**src/rtl/program_loader.sv**
```systemverilog
// ---------------------------------------------------------------------------------------------
// program_loader
//
// Boot-time loader in front of the instruction memory. It receives a byte stream over a
// valid/ready handshake and packs the bytes into 32-bit little-endian words. The words are
// written to instruction memory starting at address 0. The processor is held in reset for
// the whole load and is released once the program has been committed.
//
// Frame on the byte stream:
//   LEN_LO, LEN_HI      program length N in words (16-bit, little-endian)
//   4*N data bytes      little-endian within each word
//   CSUM                one byte, present only when PROGRAM_LOADER_CSUM_EN is defined
//
// Optional feature macro:
//   PROGRAM_LOADER_CSUM_EN  When defined, the loader keeps a mod-256 sum of the data bytes.
//                           The trailing byte must equal that sum, otherwise the load ends
//                           in the error state.
//
// Parameters:
//   MAX_WORDS     largest accepted program length in words (<= 65535)
//   CNT_W         width of the word index / counter; 2**CNT_W must exceed MAX_WORDS
//
// Ports:
//   clk           system clock, rising edge
//   reset         asynchronous, active-high; restarts the load
//   rx_valid      byte on rx_data is valid
//   rx_data       incoming byte
//   rx_ready      loader accepts a byte (transfer = rx_valid & rx_ready)
//   imem_we       one-cycle instruction-memory write strobe
//   imem_addr     word-aligned byte address of the write (4 * index)
//   imem_wdata    word to write
//   cpu_reset     processor reset; high until the program is running
//   load_done     high once the program is committed and running
//   load_error    high in the error state, sticky until reset
//   words_loaded  number of words written so far
//
// All outputs are registered.
// ---------------------------------------------------------------------------------------------
module program_loader #(
    parameter int unsigned MAX_WORDS = 256,
    parameter int unsigned CNT_W     = 9
) (
    input  logic             clk,
    input  logic             reset,
    input  logic             rx_valid,
    input  logic [7:0]       rx_data,
    output logic             rx_ready,
    output logic             imem_we,
    output logic [31:0]      imem_addr,
    output logic [31:0]      imem_wdata,
    output logic             cpu_reset,
    output logic             load_done,
    output logic             load_error,
    output logic [CNT_W-1:0] words_loaded
);

`ifdef PROGRAM_LOADER_CSUM_EN
    typedef enum logic [2:0] {
        StLen0, StLen1, StData, StCsum, StCommit, StRun, StErr
    } state_e;
`else
    typedef enum logic [2:0] {
        StLen0, StLen1, StData, StCommit, StRun, StErr
    } state_e;
`endif

    state_e           state_q;
    logic [7:0]       len_lo_q;
    logic [15:0]      len_q;
    logic [CNT_W-1:0] idx_q;
    logic [1:0]       lane_q;
    logic [23:0]      word_q;     // lanes 0..2; lane 3 arrives with the write itself
`ifdef PROGRAM_LOADER_CSUM_EN
    logic [7:0]       sum_q;
`endif

    logic        xfer;
    logic [15:0] len_in;
    logic        too_long;
    logic        last_word;

    assign xfer      = rx_valid & rx_ready;
    assign len_in    = {rx_data, len_lo_q};
    assign too_long  = 32'(len_in) > MAX_WORDS;
    // idx_q is the index of the word being completed on this transfer
    assign last_word = (32'(idx_q) + 32'd1) == 32'(len_q);

    always_ff @(posedge clk or posedge reset) begin
        if (reset) begin
            state_q      <= StLen0;
            len_lo_q     <= 8'd0;
            len_q        <= 16'd0;
            idx_q        <= '0;
            lane_q       <= 2'd0;
            word_q       <= 24'd0;
`ifdef PROGRAM_LOADER_CSUM_EN
            sum_q        <= 8'd0;
`endif
            rx_ready     <= 1'b0;
            imem_we      <= 1'b0;
            imem_addr    <= 32'd0;
            imem_wdata   <= 32'd0;
            cpu_reset    <= 1'b1;
            load_done    <= 1'b0;
            load_error   <= 1'b0;
            words_loaded <= '0;
        end else begin
            imem_we <= 1'b0;

            unique case (state_q)
                StLen0: begin
                    // rx_ready comes up on the first clock after reset release
                    rx_ready <= 1'b1;
                    if (xfer) begin
                        len_lo_q <= rx_data;
                        state_q  <= StLen1;
                    end
                end

                StLen1: begin
                    if (xfer) begin
                        len_q  <= len_in;
                        idx_q  <= '0;
                        lane_q <= 2'd0;
`ifdef PROGRAM_LOADER_CSUM_EN
                        sum_q  <= 8'd0;
`endif
                        if (too_long) begin
                            rx_ready   <= 1'b0;
                            load_error <= 1'b1;
                            state_q    <= StErr;
                        end else if (len_in == 16'd0) begin
`ifdef PROGRAM_LOADER_CSUM_EN
                            state_q  <= StCsum;
`else
                            rx_ready <= 1'b0;
                            state_q  <= StCommit;
`endif
                        end else begin
                            state_q <= StData;
                        end
                    end
                end

                StData: begin
                    if (xfer) begin
`ifdef PROGRAM_LOADER_CSUM_EN
                        sum_q  <= sum_q + rx_data;
`endif
                        lane_q <= lane_q + 2'd1;
                        unique case (lane_q)
                            2'd0: word_q[7:0]   <= rx_data;
                            2'd1: word_q[15:8]  <= rx_data;
                            2'd2: word_q[23:16] <= rx_data;
                            2'd3: begin
                                imem_we      <= 1'b1;
                                imem_addr    <= 32'({idx_q, 2'b00});
                                imem_wdata   <= {rx_data, word_q};
                                words_loaded <= idx_q + CNT_W'(1);
                                idx_q        <= idx_q + CNT_W'(1);
                                if (last_word) begin
`ifdef PROGRAM_LOADER_CSUM_EN
                                    state_q  <= StCsum;
`else
                                    rx_ready <= 1'b0;
                                    state_q  <= StCommit;
`endif
                                end
                            end
                            default: ;
                        endcase
                    end
                end

`ifdef PROGRAM_LOADER_CSUM_EN
                StCsum: begin
                    if (xfer) begin
                        rx_ready <= 1'b0;
                        if (rx_data == sum_q) begin
                            state_q <= StCommit;
                        end else begin
                            load_error <= 1'b1;
                            state_q    <= StErr;
                        end
                    end
                end
`endif

                // One idle cycle so the final write strobe has retired before the CPU runs
                StCommit: begin
                    rx_ready  <= 1'b0;
                    cpu_reset <= 1'b0;
                    load_done <= 1'b1;
                    state_q   <= StRun;
                end

                StRun: begin
                    rx_ready  <= 1'b0;
                    cpu_reset <= 1'b0;
                    load_done <= 1'b1;
                end

                StErr: begin
                    rx_ready   <= 1'b0;
                    cpu_reset  <= 1'b1;
                    load_error <= 1'b1;
                end

                default: begin
                    rx_ready   <= 1'b0;
                    cpu_reset  <= 1'b1;
                    load_error <= 1'b1;
                    state_q    <= StErr;
                end
            endcase
        end
    end

endmodule

```
**config.mk**
```make
export PLATFORM = sky130hd
export DESIGN_NAME = program_loader
export DESIGN_NICKNAME = d
export VERILOG_FILES = /design/src/rtl/program_loader.sv
export SDC_FILE = /design/constraint.sdc
export NUM_CORES = 1
export LEC_CHECK = 0
export CELL_PAD_IN_SITES_DETAIL_PLACEMENT = 1
export CELL_PAD_IN_SITES_GLOBAL_PLACEMENT = 1
export CORE_MARGIN = 4
export CORE_UTILIZATION = 42
export DETAILED_ROUTE_END_ITERATION = 10
export PLACE_DENSITY_LB_ADDON = 0.08
export SETUP_SLACK_MARGIN = 0.4
export SYNTH_ARGS = -nofsm -noshare
export SYNTH_HDL_FRONTEND = slang
export SYNTH_SLANG_ARGS = --single-unit
```
**constraint.sdc**
```tcl
create_clock -name clk -period 4.2 [get_ports clk]
set_clock_uncertainty 0.05 [all_clocks]
set_input_delay 0.63 -clock clk [delete_from_list [all_inputs] [get_ports clk]]
set_output_delay 0.63 -clock clk [all_outputs]
set_load 0.05 [all_outputs]
```
# Word level (Yosys, flattened, before mapping)

Index checks and enable logic that the tools add are counted.

Register bits after elaboration: 117
Bits in latches: 0
Bits in writable memories: 0
ROM bits: 0
Bits of input ports: 11
Output and inout bits: 78
Word-level logic and storage cells: 87
Memories: 0

Add/sub/neg operators: 3
$mul: 0
Divide/modulo/power cells: 0
$lt $le $gt $ge: 1
Equality and inequality tests: 16
Shift-type cells: 0
Mux-type cells: 29
Bitwise logic cells: 3
Reductions and logical operators: 19

Operators by type and width:

| cell                                                            | number |
|---|---|
| two-way mux 9 bit                                               | 3 |
| two-way mux 3 bit                                               | 6 |
| one-hot mux 9 bit (2 select lines)                              | 1 |
| AND reduction 3 bit                                             | 6 |
| equality test 10 x 16 -> 1 bit                                  | 1 |
| greater-than comparator 16 x 9 -> 1 bit (second input constant) | 1 |
| zero test 16 bit                                                | 1 |
| one-hot mux 3 bit (5 select lines)                              | 1 |
| two-way mux 1 bit                                               | 12 |
| inequality test 2 bit (second input constant)                   | 6 |
| adder 9 x 1 -> 10 bit (second input constant)                   | 1 |
| adder 9 x 1 -> 9 bit (second input constant)                    | 1 |
| equality test 3 x 2 -> 1 bit (second input constant)            | 2 |
| equality test 3 bit (second input constant)                     | 2 |
| AND reduction 6 bit                                             | 1 |
| AND reduction 5 bit                                             | 1 |
| equality test 2 bit (second input constant)                     | 2 |
| two-way mux 2 bit                                               | 2 |
| one-hot mux 1 bit (2 select lines)                              | 2 |
| one-hot mux 2 bit (2 select lines)                              | 1 |
| AND reduction 2 bit                                             | 2 |
| AND reduction 4 bit                                             | 1 |
| OR reduction 2 bit                                              | 2 |
| OR reduction 4 bit                                              | 1 |
| other kinds (11)                                                | 12 |

# Depth between registers and ports, before layout

Gate-level depths: netlist of the first run.

Depth in word-level cells: 6
Depth in mapped cells: 8
Mapped depth without buffers: 7

# Worst setup path after synthesis of the first run

No wires, ideal clock.

Path type: reg2reg
Start point: reg rx_ready
End point: reg len_q[12]
Setup time: 0.125 ns
Arrival: 1.993 ns
Required time: 4.025 ns
Slack: 2.032 ns
Cell stages (with the launch flop): 7
Period minus slack after synthesis: 2.168 ns
Path through: dfrtp_1 nand2_1 nor2_1 nand2_1 nor2_2 buf_2 mux2_2

Cells in the longest elaborated chain, start to end: 2

Ends and longest elaborated chain:

| item                          | line | text |
|---|---|---|
| start: declaration            | 47   | `output logic rx_ready,` |
| start signal: assignment      | 99   | `rx_ready <= 1'b0;` |
| start signal: assignment      | 113  | `rx_ready <= 1'b1;` |
| start signal: assignment      | 129  | `rx_ready <= 1'b0;` |
| bitwise AND 1 bit             | 82   | `assign xfer = rx_valid & rx_ready;` |
| AND reduction 2 bit (no line) | n/a  |  |
| end signal: assignment        | 122  | `len_q <= len_in;` |
| end: declaration              | 69   | `logic [15:0] len_q;` |

No other way between the ends.
A chain may end at the register's enable or synchronous reset.

# Worst setup path in the final report of the first run

Start point: reg lane_q[0]
End point: reg rx_ready

Cells in the longest elaborated chain, start to end: 3

Ends and longest elaborated chain:

| item                            | line | text |
|---|---|---|
| start: declaration              | 71   | `logic [1:0] lane_q;` |
| start signal: assignment        | 150  | `lane_q <= lane_q + 2'd1;` |
| equality test 2 bit             | 151  | `unique case (lane_q)` |
| inequality test 2 bit (no line) | n/a  |  |
| AND reduction 5 bit (no line)   | n/a  |  |
| end signal: assignment          | 136  | `rx_ready <= 1'b0;` |
| end signal: assignment          | 165  | `rx_ready <= 1'b0;` |
| end signal: assignment          | 191  | `rx_ready <= 1'b0;` |

No other way between the ends.

==> results_dict.tcl, run 1 <==
set metrics [dict create \
    cts_max_path_buffers 2 \
    area_delta_synth_final_pct 24.5 \
    drc 0 \
    hold_end "imem_wdata[14]" \
    cp_max_fo 6 \
    via_count 3527 \
    critPathLaunchType "flop" \
    synth_top_area_share_pct 55.2 \
    seq_area_frac_synth_pct 55.7 \
    h-tree-depth 4 \
    io_buffers 65 \
    place_ws_ps 1250 \
    p_leak_nw 3.07 \
    clk_latency_ps 410 \
    drt-initial-drc-count 143 \
    cts_root_buf "clkbuf_16" \
    detail_route.wl_per_cell_um 17.3 \
    die_w_um 120 \
    crit_path_end_kind "flop" \
    rows 40 \
    crit_required_ps 4420 \
    worst_pin_slew_ps 806 \
    synth_edf_count 0 \
    min_from "word_q[14]" \
    status "complete, no violations" \
    slew_headroom_pct 46.2 \
    arrival_ps 2780 \
    grt_overflow 0 \
    antenna_found_initial 0 \
    synth_async_sr_flop_share_pct 100 \
    cts_buffers 17 \
    core-area_um2 12100 \
    syn_inst 468 \
    dieArea_um2 14400 \
    globalplace.congestion 0.787 \
    post-route-period-util_pct 61.0 \
    layout-drive-gt1-share_pct 20.6 \
    reg2reg_slack_ps 1640 \
    grt_max_degree 62 \
    finalHoldViolations 0 \
    hp-class "flop to flop" \
    power_mw 4.64 \
    finalMaxSlewViolations 0 \
    cts_tree "built" \
    ys.flop_type "dfrtp_1" \
    fin_cells 711 \
    grt_pass1_vias 3899 \
    fp.dieH_um 120 \
    initial_utilization_pct 43.4 \
    setup_violations 0 \
    grt_pass1_wl_mm 20.8 \
    setup_slack_ps 1640 \
    ys_ff_latch 117 \
    postCtsSetupRepairBufs 0 \
    nets 546 \
    ys_types 51 \
    track_usage_pct 18.8 \
    post-route-min-period_ps 2560 \
    antenna_cells 0 \
    place.detailed.hpwl_mm 8.32 \
    synth.avg_cell_area_um2 11.2 \
    crit_type "flop to flop" \
    fmax_ghz 0.391 \
    finalCoreUtilization_pct 54.0 \
    placed_cells 679 \
    vias_per_cell 4.96 \
    drv_cap 0 \
    first_pass_iters 4 \
    cts_resized 0 \
    drt-total-wl_mm 12.3 \
    worst_r2r_startpoint "lane_q[0]" \
    yosysWarnings 0 \
    num_io_pins 89 \
    ir_drop_uv 341 \
    synth_area_leaders "dfrtp_1 (55%), mux2_2 (14%), nand2_1 (7.6%)" \
    r2r.worst_path.cells 7 \
    clkTransAtPathRegs_ps 60 \
    rsz0062_at_grt "false" \
    synth_area_um2 5260 \
    place_area_um2 5940 \
    design_area_um2 6550 \
    worstReg2RegEnd "rx_ready" \
    clkSinkCount 117 \
    setup_tns_ps 0 \
    cts_hold_buf 0 \
    power_density_nw_per_um2 710 \
    holdPathStages 2 \
    holdWs_ps 415 \
    synth_top_area_cell "dfrtp_1" \
    route.antenna.remaining_nets 0 \
]
## cells in the mapped netlist (2+ instances only)
cell type and number:
nand4_1 2, dfrtp_1 116, ha_1 5, nor4_1 5
buf_4 24, nand2b_1 6, nand3_1 3, inv_1 5
buf_6 2, nor3_1 2, mux2_2 66, clkbuf_1 11
and3_1 3, a31oi_1 3, nor3b_1 3, a21o_1 4
a21oi_1 8, nor4_2 2, xor2_1 6, and3_4 2
nor2_1 16, nand2_1 107, nor2b_1 2, o22ai_1 2
xnor2_1 11, buf_2 8, o21ai_0 20
## power by group
part	leakage, nW	switching, mW	total [mW]	internal (mW)
Clock	0.299	0.489	1.46	0.972
Combinational	1.26	0.871	1.42	0.552
Sequential	1.52	0.270	1.76	1.49
Total	3.07	1.63	4.64	3.02
## worst max-delay path, stage by stage (launching register included)
cell and delay [ps]:
dfrtp_1 440, ha_1 250, or4b_1 500, nor4_1 360, o311a_1 240, nand4_1 110, nor4_2 340, o22ai_1 130
## worst max-delay path by stage
stage / from / end / slack [ps] / cells past startpoint
final: lane_q[0] / rx_ready / 1640 / 7
after global routing: lane_q[0] / rx_ready / 1460 / 7
after CTS: lane_q[0] / rx_ready / 1570 / 7
after detailed placement: rx_valid / words_loaded[1] / 1250 / 6
after global placement: rx_valid / imem_addr[2] / 1340 / 6
after floorplan: reset / idx_q[0] / 420 / 1
## sequential cells by signal (all words and copies together) (netlist names)
| signal | flops |
|---|---|
| imem_wdata | 32 |
| rx_ready | 1 |
| word_q | 24 |
| len_lo_q | 8 |
| state_q | 3 |
| imem_we | 1 |
| idx_q | 9 |
| load_done | 1 |
| imem_addr | 9 |
| lane_q | 2 |
| len_q | 16 |
| load_error | 1 |
| words_loaded | 9 |
| cpu_reset | 1 |
## area by class of cell
cell class,count,area (µm²)
tap,168,210
multi-input combinational,321,2100
fill,1315,5570
inverter,6,25.0
clock inverter,10,128
sequential,117,2930
clock buffer,22,474
timing repair buffer,67,678
## per-layer routing
metal / global-route usage (%) / routed length (µm)
met1: 23.6 / 5460
met2: 31.5 / 6210
met3: 5.23 / 490
met4: 6.08 / 165
met5: 0 / 0
## logic make-up after synthesis
kind of cell	after synthesis	share of synthesized area (%)
compound gates	49	5.86
simple gates	160	14.1
flops	117	55.7
other cells	1	0.0714
fa+ha+maj	5	1.19
xor+xnor	17	2.83
buf+inv	52	5.90
mux	67	14.3
## cell usage in the layout (no fill, tap or decap), drive strengths merged, types with 2 or more instances in the layout
master           n
dfrtp          116
nand2          107
mux2            66
clkdlybuf4s50   65
conb            23
clkbuf          22
o21ai           21
nor2            17
xnor2           11
a21oi            8
nor4             7
nand2b           6
xor2             6
clkinv           6
inv              6
ha               5
and3             5
a21o             4
nand3            4
nor3b            3
a31oi            3
bufinv           3
nor3             3
nor2b            2
o22ai            2
nand4            2
o31ai            2
buf              2
Note: power is estimated with default switching activity, not from simulation.
==> run 2: changes to the inputs <==
CORE_UTILIZATION = 38   (was 42)
clock period = 2.15 ns   (was 4.2 ns; I/O delays follow)
==> run 2 against run 1 <==
Register-to-register slack worse by 1500 ps. Clock power is 78% higher. Total power is 92% higher. First-iteration DRC count is 4.9% lower. Highest routed layer unchanged. Combinational power is 110% higher.
==> results_dict.tcl, run 2 (synthesized netlist as in run 1, its figures left out) <==
set metrics [dict create \
    cts_buffers 17 \
    crit_type "flop to flop" \
    reg2reg_slack_ps 120 \
    layout-drive-gt1-share_pct 28.4 \
    post-route-min-period_ps 2030 \
    vias_per_cell 4.94 \
    area_delta_synth_final_pct 30.5 \
    io_buffers 65 \
    rsz0062_at_grt "true" \
    die_w_um 126 \
    crit_required_ps 2390 \
    status "complete, no violations" \
    critPathMaxStageDelay_ps 470 \
    fmax_ghz 0.492 \
    cp.buffers_inverters 1 \
    finalMaxSlewViolations 0 \
    cts_max_path_buffers 2 \
    mostFrequentLayoutCells "dfrtp_1 (114), nand2_1 (102), mux2_2 (66)" \
    first_pass_iters 5 \
    drv_cap 0 \
    layout_commonest_cell "dfrtp_1" \
    globalplace.congestion 0.843 \
    holdWs_ps 95.1 \
    drc 0 \
    antenna_found_initial 0 \
    top_register "imem_wdata" \
    hp-class "input port to asynchronous set/reset pin" \
    num_io_pins 89 \
    setup_violations 0 \
    reg_top3 "imem_wdata x32, word_q x24, len_q x16" \
    ir_drop_uv 512 \
    drt-total-wl_mm 13.0 \
    initial_utilization_pct 39.2 \
    drt-initial-drc-count 136 \
    cts_hold_buf 0 \
    p_leak_nw 3.49 \
    grt_pass1_wl_mm 21.3 \
    fp.dieH_um 126 \
    worst_pin_slew_ps 600 \
    grt_pass1_vias 3924 \
    worst_r2r_startpoint "lane_q[1]" \
    crit_end "rx_ready" \
    combinationalPowerShare_pct 32.8 \
    slowest_stage "or4b_4" \
    cts_tree "built" \
    cp_max_fo 2 \
    placed_cells 719 \
    arrival_ps 2270 \
    rows 42 \
    grt_max_degree 69 \
    slew_headroom_pct 60.0 \
    grt_overflow 0 \
    antenna_cells 0 \
    cts_root_buf "clkbuf_16" \
    path_cells "ha_2, or4b_4, nor4_4, o311a_1, nand4_1, nor4_2, buf_4, o22ai_1" \
    largest_register_ffs 32 \
    post-route-period-util_pct 94.5 \
    power.switching_mw 3.24 \
    detail_route.wl_per_cell_um 17.2 \
    seqPwrFrac_pct 38.1 \
    worstReg2RegEnd "rx_ready" \
    via_count 3742 \
    clk_latency_ps 410 \
    internal_power_mw 5.67 \
    fin_cells 757 \
    crit_family "simple AND/OR/NAND/NOR gates" \
    place.detailed.hpwl_mm 8.75 \
    clkSinkCount 117 \
    finalHoldViolations 0 \
    crit_start "lane_q[1]" \
    crit_path_end_kind "flop" \
    switching_share_pct 36.3 \
    r2r.worst_path.cells 8 \
    dieArea_um2 15800 \
    worst-path-stages 8 \
    nets 585 \
    h-tree-depth 4 \
    core-area_um2 13400 \
    power_mw 8.91 \
    critPathLaunchType "flop" \
    track_usage_pct 17.1 \
    clkTransAtPathRegs_ps 50 \
    power_density_nw_per_um2 1300 \
    clkPwrFrac_pct 29.1 \
    route.antenna.remaining_nets 0 \
]
==> run 2: changes by cell type in the layout (fill, tap and decap cells not counted), moves of 3 or more <==
cell,delta
nand2_1,-4
nand2_2,+3
bufinv_16,-3
clkdlybuf4s50_1,-55
clkbuf_8,+4
buf_4,+36
clkinv_2,-3
dlygate4sd2_1,+53
==> run 2: metrics by stage <==
step	TNS [ps]	util (%)	setup WS [ps]	instance area, µm²
detailed placement	-52.6	46.7	-41.9	6250
global route	0	51.2	11.6	6860
floorplan	0	-	227	5380
CTS	0	50.5	67.5	6770
global placement	-7.59	46.7	-7.59	6250
finish	0	51.2	118	6860
==> run 2: worst min-delay path by stage <==
stage                          end  slack (ps)  depth (start not counted)
floorplan            imem_wdata[0]         380                          2
global placement    imem_wdata[19]         400                          2
detailed placement  imem_wdata[19]         400                          2
CTS                  imem_wdata[6]          80                          2
global route         imem_wdata[6]         120                          2
finish               imem_wdata[6]         100                          2
==> run 2: worst register-to-register path, cell delays in order (launching register included) <==
cell and delay (ps):
dfrtp_1 350, ha_2 170, or4b_4 470, nor4_4 160
o311a_1 200, nand4_1 100, nor4_2 190, buf_4 160
o22ai_1 60
==> run 2: metal layers <==
metal | wire, µm | vias up | track usage (%)
met2 | 6330 | 87 | 26.1
met4 | 148 | 0 | 6.25
met1 | 5860 | 1901 | 23.9
met5 | 0 | - | 0
li1 | - | 1742 | -
met3 | 664 | 12 | 3.92
==> run 2: power groups by stage <==
stage | clock, mW | sequential (mW) | combinational (mW)
6_report | 2.60 | 3.39 | 2.92
5_1_grt | 2.76 | 3.50 | 3.13
4_1_cts | 2.65 | 3.40 | 2.86
3_5_place_dp | 0 | 3.43 | 2.98
3_3_place_gp | 0 | 3.39 | 2.94
2_1_floorplan | 0 | 4.30 | 1.08
==> run 2: cell type report <==
type	instances	area [µm²]
clock buffer	28	537
inverter	6	28.8
tap	176	220
timing repair buffer	106	943
multi-input combinational	321	2180
sequential	117	2930
clock inverter	3	15.0
fill	1447	6540
==> run 2: what timing repair did <==
action | 4_1_cts | 5_1_grt
hold endpoints to repair | 0 | 0
pin swaps | 0 | 2
setup buffers | 0 | 6
cloned | 0 | 1
resized for setup | 62 | 10
endpoints found under the setup margin | 104 | 34
==> run 3: changes to the inputs <==
CORE_UTILIZATION = 45   (was 38)
clock period = 2.6 ns   (was 2.15 ns; I/O delays follow)
==> run 3 against run 2 <==
Sequential power down 17%. Hold slack better by 320 ps. Cell area down 2.2%. Die area down 15%. Critical path type unchanged. Largest power group unchanged.
==> results_dict.tcl, run 3 (synthesized netlist as in run 1, its figures left out) <==
set metrics [dict create \
    vias_per_cell 5.18 \
    rsz0062_at_grt "true" \
    area_delta_synth_final_pct 27.7 \
    post-route-period-util_pct 82.5 \
    clk_latency_ps 420 \
    first_pass_iters 6 \
    cp_max_fo 3 \
    place_area_um2 6030 \
    track_usage_pct 20.5 \
    detail_route.wl_per_cell_um 18.0 \
    antenna_cells 0 \
    use_met1_pct 25.8 \
    grt_max_degree 118 \
    fp.dieH_um 116 \
    route.antenna.remaining_nets 0 \
    internal_power_mw 4.98 \
    h-tree-depth 4 \
    design_area_um2 6710 \
    antenna_found_initial 0 \
    top_register "imem_wdata" \
    critPathMaxStageDelay_ps 500 \
    io_buffers 65 \
    mostFrequentLayoutCells "dfrtp_1 (113), nand2_1 (106), mux2_2 (66)" \
    slew_headroom_pct 56.6 \
    hp-class "flop to flop" \
    clkSinkCount 117 \
    nets 565 \
    grt_overflow 0 \
    min_from "word_q[17]" \
    power.switching_mw 2.72 \
    cts_max_path_buffers 2 \
    gr-max-usage-layer "met2" \
    reg_top3 "imem_wdata x32, word_q x24, len_q x16" \
    combinationalPowerShare_pct 32.4 \
    p_leak_nw 3.15 \
    crit_type "flop to flop" \
    layout-drive-gt1-share_pct 24.6 \
    grt_pass1_wl_mm 20.9 \
    finalMaxSlewViolations 0 \
    num_io_pins 89 \
    crit_start "lane_q[1]" \
    clkTransAtPathRegs_ps 50 \
    setup_tns_ps 0 \
    rows 39 \
    via_count 3650 \
    crit_path_end_kind "flop" \
    drt-initial-drc-count 109 \
    dieArea_um2 13500 \
    post-route-min-period_ps 2140 \
    core-area_um2 11400 \
    power_density_nw_per_um2 1150 \
    cts_buffers 17 \
    ir_drop_uv 791 \
    setup_violations 0 \
    worst_pin_slew_ps 651 \
    use_met2_pct 34.3 \
    clkPwrFrac_pct 30.9 \
    drv_cap 0 \
    die_w_um 116 \
    crit_required_ps 2900 \
    cts_root_buf "clkbuf_16" \
    place.detailed.hpwl_mm 8.39 \
    initial_utilization_pct 46.0 \
    worst_r2r_startpoint "lane_q[1]" \
    cts_tree "built" \
    drt-total-wl_mm 12.7 \
    grt_pass1_vias 4045 \
    slowest_stage "or4b_4" \
    drc 0 \
    fillers 1211 \
    seqPwrFrac_pct 36.7 \
    finalHoldViolations 0 \
    critPathLaunchType "flop" \
    switching_share_pct 35.4 \
    fmax_ghz 0.466 \
    met3_usage_pct 5.01 \
    globalplace.congestion 0.822 \
    status "complete, no violations" \
    arrival_ps 2450 \
    path_cells "ha_4, or4b_4, nor4_4, o311a_1, nand4_1, nor4_2, buf_4, o31a_1" \
    layout_commonest_cell "dfrtp_1" \
    largest_register_ffs 32 \
]
-- run 3: cell types whose count changed in the layout (fill, tap and decap cells not counted), sizes merged --
cell and delta:
clkdlybuf4s50 +54, dlygate4sd2 -52, buf -20, clkbuf -7
bufinv +3, clkinvlp +2, clkinv +1
-- run 3: repair_timing --
action | 4_1_cts | 5_1_grt
setup endpoints to repair | 3 | 47
gates resized for setup | 9 | 3
setup buffers | 2 | 2
hold buffers | 0 | 0
pin swaps | 1 | 2
-- run 3: worst max-delay path, delay by kind of cell, from the launching register on --
kind                     cells  cell delay (ps)
AO/OA/AOI/OAI                2              320
adder cells (fa/ha/maj)      1              160
buffers and inverters        1              170
flip-flops                   1              400
AND/OR/NAND/NOR              4              970
-- run 3: routing by layer --
layer	vias to the layer above	wire length, µm
met2	69	6400
li1	1701	-
met3	17	426
met5	-	0
met1	1863	5670
met4	0	194
-- run 3: path summary, 6_finish.rpt --
| kind | endpoint | slack [ps] | cells after the start |
|---|---|---|---|
| hold reg to reg | imem_wdata[17] | 420 | 2 |
| hold / removal | imem_wdata[17] | 420 | 2 |
| min in group asynchronous | imem_wdata[4] | 430 | 3 |
| setup / recovery | state_q[0] | 460 | 8 |
| setup reg to reg | state_q[0] | 460 | 8 |
| max in group asynchronous | idx_q[6] | 1520 | 3 |
-- run 3: final cells by class --
| cell class | instances | area, µm² | area share [%] |
|---|---|---|---|
| Tap cell | 143 | 179 | 2.67 |
| Clock inverter | 9 | 125 | 1.86 |
| Clock buffer | 23 | 478 | 7.12 |
| Timing Repair Buffer | 86 | 820 | 12.2 |
| Sequential cell | 117 | 2930 | 43.7 |
| Multi-Input combinational cell | 321 | 2150 | 32.0 |
| Inverter | 6 | 26.3 | 0.391 |
-- run 3: power groups by stage --
stage	Sequential, mW	Clock [mW]	Combinational, mW
floorplan	3.54	0	0.879
global placement	2.80	0	2.34
detailed placement	2.84	0	2.40
CTS	2.83	2.42	2.50
global route	2.91	2.52	2.65
finish	2.83	2.38	2.50
-- run 3: metrics by stage --
step | cells | setup slack [ps] | hold slack, ps | utilization, % | power, mW
2_1_floorplan | 490 | 432 | 383 | - | 4.42
3_3_place_gp | 669 | 279 | 393 | 52.8 | 5.14
3_5_place_dp | 669 | 215 | 399 | 52.8 | 5.24
4_1_cts | 703 | 403 | 417 | 58.5 | 7.76
5_1_grt | 705 | 361 | 449 | 58.8 | 8.08
6_report | 705 | 456 | 417 | 58.8 | 7.70
